## config.mk

```make
export PLATFORM = sky130hd
export DESIGN_NAME = hazard_ctrl
export DESIGN_NICKNAME = d
export VERILOG_FILES = /design/src/rtl/hazard_ctrl.sv
export SDC_FILE = /design/constraint.sdc
export NUM_CORES = 1
export LEC_CHECK = 0
export BUFFER_PORTS_ARGS = -buffer_cell sky130_fd_sc_hd__buf_2
export CORE_UTILIZATION = 49
export DETAILED_ROUTE_END_ITERATION = 16
export HOLD_SLACK_MARGIN = 0.1
export PLACE_DENSITY = 0.87
export SLEW_MARGIN = 5
export SYNTH_ARGS = -nofsm -noshare
export SYNTH_HDL_FRONTEND = slang
export SYNTH_SLANG_ARGS = --single-unit
```

## constraint.sdc

```tcl
create_clock -name clk -period 5.2 [get_ports clk]
set_clock_uncertainty 0.05 [all_clocks]
set_input_delay 0.78 -clock clk [delete_from_list [all_inputs] [get_ports clk]]
set_output_delay 0.78 -clock clk [all_outputs]
set_load 0.02 [all_outputs]
```

## src/rtl/hazard_ctrl.sv

```systemverilog
`default_nettype none
// ============================================================================
// Module   : hazard_ctrl
// Purpose  : Pipeline hazard controller for the five-stage MIPS core. Produces
//            the stall/flush controls for the PC and the IF/ID, ID/EX, EX/MM
//            and MM/WB registers for hazards that EX-stage forwarding cannot
//            resolve:
//              - load-use hazards (one bubble),
//              - multiply/divide occupancy (internal countdown),
//              - data-memory wait states (with a timeout watchdog),
//              - taken-branch squashing.
// Macro    : HAZ_PERF_CNT_EN - when defined, builds a 32-bit counter of
//            cycles with PC_Stall=1 on StallCnt; otherwise StallCnt is 0.
// Ports    : clk, rst_n                    clock / async active-low reset
//            ID_Rs, ID_Rt, ID_UseRs/Rt     ID source registers and use flags
//            ID_MdUse                      ID instruction touches HI/LO unit
//            EX_Rd, EX_RegWr, EX_MemRd     EX destination / write / load
//            EX_BrTaken                    branch resolved taken in EX
//            EX_MdStart, EX_MdDiv          multiply/divide issue and select
//            MM_MemReq, MM_MemAck          data-memory handshake in MM
//            *_Stall, *_Flush              pipeline register controls
//            MD_Busy, MD_Done              multiply/divide status
//            MemTimeout                    sticky memory-timeout flag
//            StallCnt                      stall-cycle counter
// Revision : 1.0 - initial release
// ============================================================================
module hazard_ctrl #(
  parameter int unsigned MULT_CYCLES = 4,
  parameter int unsigned DIV_CYCLES  = 32,
  parameter int unsigned MEM_TIMEOUT = 255
) (
  input  logic        clk,
  input  logic        rst_n,
  input  logic [4:0]  ID_Rs,
  input  logic [4:0]  ID_Rt,
  input  logic        ID_UseRs,
  input  logic        ID_UseRt,
  input  logic        ID_MdUse,
  input  logic [4:0]  EX_Rd,
  input  logic        EX_RegWr,
  input  logic        EX_MemRd,
  input  logic        EX_BrTaken,
  input  logic        EX_MdStart,
  input  logic        EX_MdDiv,
  input  logic        MM_MemReq,
  input  logic        MM_MemAck,
  output logic        PC_Stall,
  output logic        IF_ID_Stall,
  output logic        ID_EX_Stall,
  output logic        EX_MM_Stall,
  output logic        IF_ID_Flush,
  output logic        ID_EX_Flush,
  output logic        MM_WB_Flush,
  output logic        MD_Busy,
  output logic        MD_Done,
  output logic        MemTimeout,
  output logic [31:0] StallCnt
);

  // Counter load values exclude the issue cycle, which is the EX cycle itself.
  localparam logic [5:0] MULT_LOAD   = 6'(MULT_CYCLES - 1);
  localparam logic [5:0] DIV_LOAD    = 6'(DIV_CYCLES - 1);
  localparam logic [7:0] TIMEOUT_VAL = (MEM_TIMEOUT > 255) ? 8'hFF : 8'(MEM_TIMEOUT);

  logic       mem_wait;
  logic       rs_hit;
  logic       rt_hit;
  logic       load_use;
  logic       md_haz;
  logic       md_busy_int;
  logic       md_done_int;
  logic [5:0] md_cnt;
  logic [7:0] wait_cnt;
  logic [7:0] wait_inc;
  logic       timeout_flag;

  logic pc_stall;
  logic if_id_stall;
  logic id_ex_stall;
  logic ex_mm_stall;
  logic if_id_flush;
  logic id_ex_flush;
  logic mm_wb_flush;

  // --------------------------------------------------------------------------
  // Hazard conditions
  // --------------------------------------------------------------------------
  assign mem_wait = MM_MemReq & ~MM_MemAck;

  assign rs_hit   = ID_UseRs & (ID_Rs == EX_Rd);
  assign rt_hit   = ID_UseRt & (ID_Rt == EX_Rd);
  // r0 is hard-wired to zero, so a load targeting it never creates a hazard.
  assign load_use = EX_MemRd & EX_RegWr & (EX_Rd != 5'd0) & (rs_hit | rt_hit);

  assign md_busy_int = (md_cnt != 6'd0);
  assign md_done_int = (md_cnt == 6'd1);
  // In the done cycle the result is ready, so the dependent instruction may go.
  assign md_haz      = ID_MdUse & md_busy_int & ~md_done_int;

  // --------------------------------------------------------------------------
  // Control priority: memory wait, taken branch, load-use / md hazard.
  // Outputs are forced low while reset is asserted.
  // --------------------------------------------------------------------------
  always_comb begin
    pc_stall    = 1'b0;
    if_id_stall = 1'b0;
    id_ex_stall = 1'b0;
    ex_mm_stall = 1'b0;
    if_id_flush = 1'b0;
    id_ex_flush = 1'b0;
    mm_wb_flush = 1'b0;
    if (rst_n) begin
      if (mem_wait) begin
        // Freeze everything up to MM; WB receives a bubble. A taken branch
        // in EX stays there and is acted on once the pipeline advances.
        pc_stall    = 1'b1;
        if_id_stall = 1'b1;
        id_ex_stall = 1'b1;
        ex_mm_stall = 1'b1;
        mm_wb_flush = 1'b1;
      end else if (EX_BrTaken) begin
        // Squash IF and ID; the hazards of the squashed ID instruction are moot.
        if_id_flush = 1'b1;
        id_ex_flush = 1'b1;
      end else if (load_use | md_haz) begin
        // Hold IF/ID and send a bubble into EX.
        pc_stall    = 1'b1;
        if_id_stall = 1'b1;
        id_ex_flush = 1'b1;
      end
    end
  end

  assign PC_Stall    = pc_stall;
  assign IF_ID_Stall = if_id_stall;
  assign ID_EX_Stall = id_ex_stall;
  assign EX_MM_Stall = ex_mm_stall;
  assign IF_ID_Flush = if_id_flush;
  assign ID_EX_Flush = id_ex_flush;
  assign MM_WB_Flush = mm_wb_flush;

  assign MD_Busy = rst_n & md_busy_int;
  assign MD_Done = rst_n & md_done_int;

  // --------------------------------------------------------------------------
  // Multiply/divide occupancy countdown. Runs free once loaded, including
  // through memory waits. A start during a wait is not an issue: the EX
  // instruction is held and will present the start again.
  // --------------------------------------------------------------------------
  always_ff @(posedge clk or negedge rst_n) begin
    if (!rst_n) begin
      md_cnt <= 6'd0;
    end else if (md_busy_int) begin
      md_cnt <= md_cnt - 6'd1;
    end else if (EX_MdStart & ~mem_wait) begin
      md_cnt <= EX_MdDiv ? DIV_LOAD : MULT_LOAD;
    end
  end

  // --------------------------------------------------------------------------
  // Memory watchdog: saturating count of consecutive wait cycles and a sticky
  // flag that sets on the edge where the count reaches the timeout value.
  // --------------------------------------------------------------------------
  assign wait_inc = (wait_cnt == 8'hFF) ? wait_cnt : (wait_cnt + 8'd1);

  always_ff @(posedge clk or negedge rst_n) begin
    if (!rst_n) begin
      wait_cnt     <= 8'd0;
      timeout_flag <= 1'b0;
    end else begin
      wait_cnt <= mem_wait ? wait_inc : 8'd0;
      if (mem_wait && (wait_inc >= TIMEOUT_VAL)) begin
        timeout_flag <= 1'b1;
      end
    end
  end

  assign MemTimeout = timeout_flag;

  // --------------------------------------------------------------------------
  // Optional stall-cycle performance counter
  // --------------------------------------------------------------------------
`ifdef HAZ_PERF_CNT_EN
  logic [31:0] stall_cnt;

  always_ff @(posedge clk or negedge rst_n) begin
    if (!rst_n) begin
      stall_cnt <= 32'd0;
    end else if (pc_stall) begin
      stall_cnt <= stall_cnt + 32'd1;
    end
  end

  assign StallCnt = stall_cnt;
`else
  assign StallCnt = 32'd0;
`endif

endmodule
`default_nettype wire

```

==> impl_results.md, run 1 <==
- Area growth syn-to-layout: 6.62%
- Overall die width: 54.3 microns
- Reg-to-Reg End: MemTimeout
- Final hold violations: 0
- Leakage power summed over all cells: about 0.75 nW
- Number of buffers inserted by post-CTS setup repair: 0
- Final Slew Violations: 0
- Depth of the worst register-to-register path: 6
- Wire per inst: roughly 11 microns
- Worst hold-check path type: in -> async
- Via count: roughly 1,100
- DR DRC count: 0
- Die extent in y: ~54 microns
- Number of nets at the end of the flow: about 220
- Num ports: slightly below 70
- # clock sinks: 15
- Clock tree from TritonCTS: done
- Clock transition time at the flip-flop clock pins of the worst setup and hold paths: approximately 0.09 ns
- Std-Cell Core Area: around 2500 sq um
- Largest net degree at the start of global routing: 20
- Total of flip-flops plus latches after synthesis: 15
- Power Density: ~280 nW/um^2
- Starting DRT DRC Count: 23
- Fraction of final layout cells sized beyond drive strength 1: a little under a quarter
- Met1 Routed Length: a little under 1000 microns
- Num CTS Buffers: 3
- Setup slack after placement: 2.29 ns
- Remaining global-route overflow: 0
- Most used flip-flop cell after synthesis: sky130_fd_sc_hd__dfrtp_1
- Required arrival time at the worst endpoint: 4.37 ns
- Portion of the post-synthesis area used by sequential elements: between 20% and 30%
- Fin crit period: approximately 2.9 ns
- Setup TNS: 0 ns
- Tcrit/Tclk final: around 56%
- Netlist Area Pre-Place: between 1000 and 1500 sq um
- EDFF count, synth: 0
- Number of distinct library cell variants in the gate-level netlist after synthesis: just over 40
- Clock latency at the later pin of the worst-skew pair: 0.28 ns
- Detail Route Antenna Nets: 0
- Drt total wl: 2430 microns
- Effective utilization at floorplan: 53.2%
- Post-CTS resize count: 0
- Number of diodes added for antenna fixing: 0
- Std-Cell Rows: 18
- Overall routing resource usage: roughly 17%
- Highest metal layer used by the detailed router: met4
- Final Setup Violations: 0
- DRT Pass-1 Iters: 4
- Initial antenna violation count: 0
- Final worst-path setup slack: ~2.3 ns
- Full die area: about 3000 sq um
- Nature of the critical path endpoint: primary output
- Count of synthesis-stage warnings from yosys: 0
- Mean instance size in the synthesized netlist: 8.55 sq um
- Maximum buffer depth of the clock tree: 2
- Total length of routed met2 wires: between 1000 and 1500 microns
- Fraction of synthesis flops using an asynchronous set or reset pin: 100%
- Data arrival time at the worst-slack endpoint: around 2.1 ns
- Number of maximum-capacitance violations: 0
- Detail-routed via count per cell: 4.88
- Unrepaired setup endpoints after global routing: no
- Synthesized netlist cell count: approximately 160
- Met3 layer wire length in the routed design: between 200 and 250 microns
- HPWL after detailed placement: between 1500 and 2000 microns
- Outcome: completed
- Largest fanout of any net on the critical path: 3
- Number of input and output port buffers inserted: 36
- Clock root buffer: sky130_fd_sc_hd__clkbuf_4
- Achievable Freq: between 300 and 400 MHz
- Final weighted congestion in routability-driven placement: slightly below 0.9
- Setup crit start kind: input pin
- Slack of the worst reg-to-reg path: ~3.1 ns
- Hold-fix buffers, CTS: 0
- H-tree depth reported by CTS: 1
- Worst-case vdd ir drop: between 200 and 250 uV
- Startpoint of the lowest-slack register-to-register path: wait_cnt[0]
- Critical Setup Path Class: in -> out
- Vias in the first global route: 871
- First-pass GRT wire length: between 3000 and 4000 microns
flip-flops by register name, indices dropped and copies added (netlist names):
signal and flops:
wait_cnt 8, md_cnt 6, MemTimeout 1
cell type report:
type                       count  area, sq um
sequential                    15          375
timing repair buffer          36          180
fill                         240         1090
multi-input combinational    132          797
clock buffer                   4         26.3
inverter                       4         15.0
tap                           30         37.5
worst max-delay path, cell delays in order:
cell	delay, ns
sky130_fd_sc_hd__buf_2	0.12
sky130_fd_sc_hd__or3_1	0.37
sky130_fd_sc_hd__o311a_1	0.29
sky130_fd_sc_hd__a22oi_1	0.22
sky130_fd_sc_hd__o22ai_1	0.12
sky130_fd_sc_hd__buf_2	0.18
report_power, final:
part	switching [W]	internal [W]	total, W
Sequential	0.0000260	0.000142	0.000168
Clock	0.0000364	0.0000298	0.0000662
Combinational	0.0000979	0.0000639	0.000162
Total	0.000160	0.000236	0.000396
worst max path at each step:
stage               slack, ns      from  cells past startpoint  endpoint
floorplan                2.31  EX_Rd[1]                      5  PC_Stall
global placement         2.29  EX_Rd[1]                      6  PC_Stall
detailed placement       2.29  EX_Rd[1]                      6  PC_Stall
CTS                      2.28  EX_Rd[1]                      6  PC_Stall
global route             2.20  EX_Rd[1]                      6  PC_Stall
finish                   2.29  EX_Rd[1]                      6  PC_Stall
cells in the mapped netlist, types with 2 or more instances:
library cell,instances,area [sq um]
sky130_fd_sc_hd__a21oi_1,5,25.0
sky130_fd_sc_hd__and4_1,2,17.5
sky130_fd_sc_hd__xor2_1,4,35.0
sky130_fd_sc_hd__xnor2_1,11,96.3
sky130_fd_sc_hd__a31oi_1,4,25.0
sky130_fd_sc_hd__buf_4,35,263
sky130_fd_sc_hd__nor2_1,10,37.5
sky130_fd_sc_hd__and2_1,2,12.5
sky130_fd_sc_hd__o21ai_0,8,40.0
sky130_fd_sc_hd__inv_1,4,15.0
sky130_fd_sc_hd__nor3_1,4,20.0
sky130_fd_sc_hd__nand2_1,13,48.8
sky130_fd_sc_hd__o22ai_1,2,12.5
sky130_fd_sc_hd__ha_1,4,50.1
sky130_fd_sc_hd__nand3_1,4,20.0
sky130_fd_sc_hd__nand4_1,2,12.5
sky130_fd_sc_hd__dfrtp_1,15,375
sky130_fd_sc_hd__mux2i_1,3,30.0
sky130_fd_sc_hd__a211oi_1,3,22.5
metal layers:
metal / track usage (%) / vias up
met3: 5.83 / 2
met2: 31.9 / 34
met5: 0 / -
met4: 4.70 / 0
li1: - / 558
met1: 18.9 / 484
placed cells by master, fill, tap and decap left out, types with 2 or more instances in the layout:
master / n
sky130_fd_sc_hd__a211oi_1: 3
sky130_fd_sc_hd__a21oi_1: 5
sky130_fd_sc_hd__a31oi_1: 4
sky130_fd_sc_hd__and2_1: 2
sky130_fd_sc_hd__and4_1: 2
sky130_fd_sc_hd__buf_2: 36
sky130_fd_sc_hd__clkbuf_4: 3
sky130_fd_sc_hd__conb_1: 32
sky130_fd_sc_hd__dfrtp_1: 15
sky130_fd_sc_hd__ha_1: 4
sky130_fd_sc_hd__inv_1: 4
sky130_fd_sc_hd__mux2i_1: 3
sky130_fd_sc_hd__nand2_1: 13
sky130_fd_sc_hd__nand3_1: 4
sky130_fd_sc_hd__nand4_1: 2
sky130_fd_sc_hd__nor2_1: 10
sky130_fd_sc_hd__nor3_1: 4
sky130_fd_sc_hd__o21ai_0: 8
sky130_fd_sc_hd__o22ai_1: 2
sky130_fd_sc_hd__xnor2_1: 11
sky130_fd_sc_hd__xor2_1: 4
cell families (layout without fill, tap and decap cells):
group           Yosys count  count (layout)  share of synthesized area, %
buf+inv                  41              44                          21.3
compound gates           29              29                          14.2
flops                    15              15                          28.0
simple gates             49              49                          20.5
other cells               1              32                         0.279
xor+xnor                 15              15                          9.79
fa+ha+maj                 4               4                          3.73
mux                       3               3                          2.24
per-stage QoR:
stage               hold WS, ns  power, W  utilization, %  cell area [sq um]  cells
floorplan                 0.434  0.000310               -               1460    188
global placement          0.405  0.000325            55.7               1410    217
detailed placement        0.402  0.000331            55.7               1410    217
CTS                       0.368  0.000400            56.7               1430    221
global route              0.389  0.000433            56.7               1430    221
finish                    0.359  0.000396            56.7               1430    221
Power figures use the tool's default switching activity.
==> inputs of run 2 (changes only) <==
--- a/config.mk
+++ b/config.mk
@@ -6,10 +6,10 @@
 export NUM_CORES = 1
 export LEC_CHECK = 0
 export BUFFER_PORTS_ARGS = -buffer_cell sky130_fd_sc_hd__buf_2
-export CORE_UTILIZATION = 49
+export CORE_UTILIZATION = 41
 export DETAILED_ROUTE_END_ITERATION = 16
 export HOLD_SLACK_MARGIN = 0.1
-export PLACE_DENSITY = 0.87
+export PLACE_DENSITY = 0.78
 export SLEW_MARGIN = 5
 export SYNTH_ARGS = -nofsm -noshare
 export SYNTH_HDL_FRONTEND = slang
==> constraint.sdc (replaced) <==
create_clock -name clk -period 2.5 [get_ports clk]
set_clock_uncertainty 0.05 [all_clocks]
set_input_delay 0.375 -clock clk [delete_from_list [all_inputs] [get_ports clk]]
set_output_delay 0.375 -clock clk [all_outputs]
set_load 0.02 [all_outputs]
==> run 2 against run 1 <==
Compared with the run above:
- sequential power up 110%
- via count rose by 2.6%
- total power rose by 110%
- largest cell class unchanged
- largest power group unchanged
- first-iteration DRC count increased by 48%
- non-clock buffer count increased by 1
- final area increased by 2.0%
- cell count is 6.8% higher
- die area up 19%
==> impl_results.md, run 2 (synthesis gave the netlist of run 1 again) <==
- Number of maximum-capacitance violations: 0 (unchanged)
- Post-CTS resize count: 0 (unchanged)
- Setup crit start kind: input pin
- Depth of the worst register-to-register path: 6 (unchanged)
- Combinational Power Share: 40.7% (-0.2 points)
- Biggest cell delay along the critical path: 0.52 ns (+0.15 ns)
- Final-layout fill cell count: 327 (+36%)
- Drt total wl: 2340 microns (-3.7%)
- Final Slew Violations: 0 (unchanged)
- Filler-free cell count of the finished design: 236 (+6.8%)
- Leading cell types in the layout, fill and taps excluded: 36 x sky130_fd_sc_hd__buf_2, 32 x sky130_fd_sc_hd__conb_1, 15 x sky130_fd_sc_hd__dfrtp_1
- Worst path slowest cell: sky130_fd_sc_hd__dlygate4sd3_1
- Achievable Freq: between 400 and 500 MHz
- Power after layout: 0.000825 W (+110%)
- Clock root buffer: sky130_fd_sc_hd__clkbuf_4
- Detail-routed via count per cell: 4.69 (-3.9%)
- Std-Cell Core Area: 3080 sq um (+22%)
- Initial antenna violation count: 0 (unchanged)
- Clock tree from TritonCTS: done
- Area growth syn-to-layout: 8.76%
- Nature of the critical path endpoint: primary output
- Clock latency at the later pin of the worst-skew pair: 0.28 ns (about the same)
- Multi-input logic area: 797 sq um (unchanged)
- Via count: 1,106 (+2.6%)
- Sequential Power Share: 42.2% (-0.2 points)
- Tcrit/Tclk final: 88.9%
- Unrepaired setup endpoints after global routing: no
- Largest net degree at the start of global routing: 20 (unchanged)
- Final Setup Violations: 0 (unchanged)
- Num CTS Buffers: 3 (unchanged)
- Switching part of the total: 40.7% (+0.20 points)
- Effective utilization at floorplan: 43.6% (-9.6 points)
- Internal power consumption: 0.000489 W (+110%)
- Number of diodes added for antenna fixing: 0 (unchanged)
- Number of nets at the end of the flow: 224 (+0.45%)
- Startpoint of the lowest-slack register-to-register path: wait_cnt[0]
- Die extent in y: 59.2 microns (+9.0%)
- Clock network power share: 17.1% (+0.4 points)
- Overall routing resource usage: 14.0% (-3.5 points)
- Power Density: 565 nW/um^2 (+100%)
- Net Sw Power: 0.000336 W (+110%)
- Outcome: completed
- Detail Route Antenna Nets: 0 (unchanged)
- Data arrival time at the worst-slack endpoint: 1.80 ns (-0.28 ns)
- End-of-flow core utilization: 47.4% (-9.3 points)
- Std-Cell Rows: 20 (+2)
- Vias in the first global route: 891 (+2.3%)
- Final hold violations: 0 (unchanged)
- WP buf/inv: 4 (+2)
- # clock sinks: 15 (unchanged)
- Leakage power summed over all cells: 0.760 nW (+0.92%)
- Maximum buffer depth of the clock tree: 2 (unchanged)
- Fin crit period: between 2 and 2.5 ns
- Post-route cell area: 1460 sq um (+2.0%)
- Area of placed instances: 1420 sq um (+1.2%)
- Reg-to-Reg End: MemTimeout
- Remaining global-route overflow: 0 (unchanged)
- DR DRC count: 0 (unchanged)
- Worst hold path depth: 3
- Number of buffers inserted by post-CTS setup repair: 0 (unchanged)
- Largest fanout of any net on the critical path: 19 (+16)
- Hold Path End: wait_cnt[7]
- Worst hold-check path type: in -> reg
- Full die area: 3510 sq um (+19%)
- First-pass GRT wire length: 3750 microns (+2.8%)
- Setup TNS: 0 ns (unchanged)
- Cell repeated most along the worst path: sky130_fd_sc_hd__buf_2
- Clock transition time at the flip-flop clock pins of the worst setup and hold paths: 0.09 ns (about the same)
- Num ports: 69 (unchanged)
- H-tree depth reported by CTS: 1 (unchanged)
- Source of the worst hold timing path: MM_MemAck
- Number of input and output port buffers inserted: 36 (unchanged)
- Worst-case vdd ir drop: 208 uV (-1.2%)
- Kind of cell adding the most delay to the critical path: buffers and inverters
- Most common cell after layout, fill and taps aside: sky130_fd_sc_hd__buf_2
- DRT Pass-1 Iters: 4 (unchanged)
- HPWL after detailed placement: 1880 microns (-3.5%)
- Overall die width: 59.2 microns (+9.0%)
- Post-Place Cells: 231 (+6.5%)
- Slack of the worst reg-to-reg path: 0.47 ns (-2.64 ns)
- List of cells traversed by the critical path: dlygate4sd3_1, buf_2, inv_1, o22ai_1, buf_2
- Critical Setup Path Class: in -> out
- Top register by number of flip-flops: wait_cnt
- FF+latch area: 375 sq um (unchanged)
- Final weighted congestion in routability-driven placement: 0.865 (-2.1%)
- Required arrival time at the worst endpoint: 2.08 ns (-2.29 ns)
- Wire per inst: 9.92 microns (-9.8%)
- Number of flip-flops under the largest register name: 8 (unchanged)
- Fraction of final layout cells sized beyond drive strength 1: 24.0% (+0.40 points)
- Starting DRT DRC Count: 34 (+48%)
-- run 2: cell types whose count changed in the layout (fill, tap and decap cells not counted) --
cell                            previous run  this run
sky130_fd_sc_hd__clkbuf_1                  1         0
sky130_fd_sc_hd__clkinv_2                  0         1
sky130_fd_sc_hd__dlygate4sd3_1             0         1
-- run 2: tightest hold or removal path: stages --
cell and delay [ns]:
sky130_fd_sc_hd__buf_2 0.08, sky130_fd_sc_hd__nor2b_1 0.05, sky130_fd_sc_hd__o211a_1 0.10
-- run 2: power by group through the flow --
stage,Sequential [W],Combinational (W),Clock (W)
final,0.000348,0.000336,0.000141
after detailed placement,0.000353,0.000336,0
after CTS,0.000348,0.000337,0.000147
after floorplan,0.000341,0.000303,0
after global routing,0.000356,0.000382,0.000163
after global placement,0.000353,0.000326,0
-- run 2: metrics by stage --
stage                     hold slack, ns  setup slack, ns
after floorplan                   0.0294            0.416
after global placement             0.273            0.379
after detailed placement           0.274            0.373
after CTS                          0.301            0.236
after global routing               0.298            0.113
final                              0.306            0.278
-- run 2: routing by layer --
metal | up-vias | global-route usage [%] | share of wire (%)
met1 | 499 | 17.9 | 46
met2 | 52 | 22.3 | 45
li1 | 551 | - | -
met4 | 0 | 6.46 | 1.5
met3 | 4 | 3.06 | 7.8
met5 | - | 0 | 0
-- run 2: how the worst max path moves through the flow --
stage	startpoint	end	slack [ns]	depth (start not counted)
after global routing	rst_n	PC_Stall	0.11	5
after global placement	EX_Rd[1]	IF_ID_Stall	0.38	6
final	rst_n	IF_ID_Stall	0.28	5
after CTS	rst_n	IF_ID_Stall	0.24	5
after floorplan	EX_Rd[1]	PC_Stall	0.42	5
after detailed placement	EX_Rd[1]	IF_ID_Stall	0.37	6
-- run 2: area by class of cell --
cell class,instances,share of cell area [%]
multi-input combinational,132,54.6
tap,44,3.77
sequential,15,25.7
timing repair buffer,37,13.0
inverter,4,1.03
clock inverter,1,0.343
clock buffer,3,1.54
-- run 2: repair_timing --
action | 4_1_cts | 5_1_grt
hold buffers | 1 | 0
hold endpoints to repair | 15 | 0
setup endpoints to repair | 0 | 0
==> inputs of run 3 (changes only) <==
--- a/config.mk
+++ b/config.mk
@@ -10,6 +10,7 @@
 export DETAILED_ROUTE_END_ITERATION = 16
 export HOLD_SLACK_MARGIN = 0.1
 export PLACE_DENSITY = 0.78
+export RECOVER_POWER = 100
 export SLEW_MARGIN = 5
 export SYNTH_ARGS = -nofsm -noshare
 export SYNTH_HDL_FRONTEND = slang
==> run 3 against run 2 <==
Compared with the run above:
- via count is 1.1% lower
- sequential power hardly changed
- maximum frequency is 1.7% lower
- largest power group unchanged
- critical path type unchanged
==> impl_results.md, run 3 (synthesis gave the netlist of run 1 again) <==
- Outcome: completed
- Worst hold-check path type: in -> reg
- Std-Cell Rows: 20 (unchanged)
- Hold-fix buffers, CTS: 1 (unchanged)
- Fraction of final layout cells sized beyond drive strength 1: 18.2% (-5.7 points)
- # clock sinks: 15 (unchanged)
- Data arrival time at the worst-slack endpoint: 1.84 ns (+0.04 ns)
- H-tree depth reported by CTS: 1 (unchanged)
- Clock tree from TritonCTS: done
- Starting DRT DRC Count: 34 (unchanged)
- Clock transition time at the flip-flop clock pins of the worst setup and hold paths: 0.09 ns (about the same)
- Final Setup Violations: 0 (unchanged)
- Critical Setup Path Class: in -> out
- Tcrit/Tclk final: 90.5% (+1.6 points)
- Full die area: 3510 sq um (unchanged)
- Number of diodes added for antenna fixing: 0 (unchanged)
- Num CTS Buffers: 3 (unchanged)
- Most common cell after layout, fill and taps aside: sky130_fd_sc_hd__conb_1
- Drt total wl: 2330 microns (-0.34%)
- Detail-routed via count per cell: 4.64 (-1.1%)
- Number of nets at the end of the flow: 224 (unchanged)
- Clock root buffer: sky130_fd_sc_hd__clkbuf_4
- Fin crit period: 2.26 ns (+0.0394 ns)
- Post-CTS resize count: 0 (unchanged)
- Wire per inst: 9.88 microns (-0.34%)
- Number of buffers inserted by post-CTS setup repair: 0 (unchanged)
- Final Slew Violations: 0 (unchanged)
- Achievable Freq: 442 MHz (-1.7%)
- Nature of the critical path endpoint: primary output
- Detail Route Antenna Nets: 0 (unchanged)
- Initial antenna violation count: 0 (unchanged)
- Vias in the first global route: 891 (unchanged)
- Number of flip-flops under the largest register name: 8 (unchanged)
- Setup TNS: 0 ns (unchanged)
- Post-Place Cells: 231 (unchanged)
- Final weighted congestion in routability-driven placement: 0.865 (unchanged)
- Setup crit start kind: input pin
- Overall routing resource usage: 14.0% (unchanged)
- Num ports: 69 (unchanged)
- Effective utilization at floorplan: 43.6% (unchanged)
- Remaining global-route overflow: 0 (unchanged)
- Largest net degree at the start of global routing: 20 (unchanged)
- Leakage power summed over all cells: 0.720 nW (-5.2%)
- Maximum buffer depth of the clock tree: 2 (unchanged)
- Number of maximum-capacitance violations: 0 (unchanged)
- Largest fanout of any net on the critical path: 19 (unchanged)
- Unrepaired setup endpoints after global routing: no
- Via count: 1,094 (-1.1%)
- Number of input and output port buffers inserted: 36 (unchanged)
- Worst-case vdd ir drop: 208 uV (-0.27%)
- Required arrival time at the worst endpoint: 2.08 ns (about the same)
- First-pass GRT wire length: 3750 microns (unchanged)
- Die extent in y: 59.2 microns (unchanged)
- Std-Cell Core Area: 3080 sq um (unchanged)
- HPWL after detailed placement: 1880 microns (unchanged)
- DRT Pass-1 Iters: 4 (unchanged)
- Final hold violations: 0 (unchanged)
- Clock latency at the later pin of the worst-skew pair: 0.29 ns (about the same)
- Filler-free cell count of the finished design: 236 (unchanged)
- Area growth syn-to-layout: 6.90%
- Leading cell types in the layout, fill and taps excluded: 32 x sky130_fd_sc_hd__conb_1, 27 x sky130_fd_sc_hd__buf_2, 15 x sky130_fd_sc_hd__dfrtp_1
- Power Density: 574 nW/um^2 (+1.6%)
- Overall die width: 59.2 microns (unchanged)
- DR DRC count: 0 (unchanged)
- Top register by number of flip-flops: wait_cnt
[run 3: changes by cell type in the layout (fill, tap and decap cells not counted)]
cell,previous run,this run
sky130_fd_sc_hd__and2_0,0,1
sky130_fd_sc_hd__and2_1,2,1
sky130_fd_sc_hd__and3_1,1,2
sky130_fd_sc_hd__and3_4,1,0
sky130_fd_sc_hd__buf_2,36,27
sky130_fd_sc_hd__clkbuf_1,0,8
sky130_fd_sc_hd__clkbuf_2,0,1
sky130_fd_sc_hd__nand3_1,4,5
sky130_fd_sc_hd__nand3_2,1,0
sky130_fd_sc_hd__o211ai_1,0,1
sky130_fd_sc_hd__o211ai_2,1,0
[run 3: critical path, cell delays in order]
cell and delay (ns):
sky130_fd_sc_hd__dlygate4sd3_1 0.52, sky130_fd_sc_hd__buf_2 0.35, sky130_fd_sc_hd__inv_1 0.15, sky130_fd_sc_hd__nor2_1 0.18, sky130_fd_sc_hd__clkbuf_1 0.25
[run 3: cell type report]
cell class	instances	area [sq um]
timing repair buffer	37	180
clock inverter	1	5.00
tap	44	55.1
inverter	4	15.0
sequential	15	375
fill	334	1640
multi-input combinational	132	782
clock buffer	3	22.5
[run 3: worst paths after layout]
check,slack (ns),depth (start not counted),end,start
setup reg to reg,0.47,6,MemTimeout,wait_cnt[0]
setup / recovery,0.24,5,ID_EX_Stall,rst_n
hold / removal,0.30,3,wait_cnt[7],MM_MemAck
min in group asynchronous,0.49,2,MemTimeout,rst_n
max in group asynchronous,1.64,2,md_cnt[2],rst_n
hold reg to reg,0.45,1,MemTimeout,MemTimeout
[run 3: metal layers]
| layer | vias to the layer above | global-route usage (%) | routed length (microns) |
|---|---|---|---|
| met5 | - | 0 | 0 |
| met4 | 0 | 6.46 | 35 |
| met2 | 50 | 22.3 | 1030 |
| met3 | 4 | 3.06 | 182 |
| li1 | 549 | - | - |
| met1 | 491 | 17.9 | 1090 |
[run 3: through the flow]
stage	cell area, sq um	hold WS [ns]	power, W	worst slack, ns	util [%]
after floorplan	1460	0.0294	0.000644	0.416	-
after CTS	1460	0.301	0.000832	0.236	47.4
after global routing	1440	0.298	0.000898	0.0778	46.6
after detailed placement	1420	0.274	0.000689	0.373	46.2
after global placement	1420	0.273	0.000679	0.379	46.2
final	1440	0.303	0.000824	0.238	46.6
[run 3: report_power, final]
group	leakage, nW	total (W)	switching (W)	internal (W)
logic	0.506	0.000334	0.000202	0.000132
clock network	0.0177	0.000142	0.0000825	0.0000595
registers	0.196	0.000348	0.0000529	0.000295
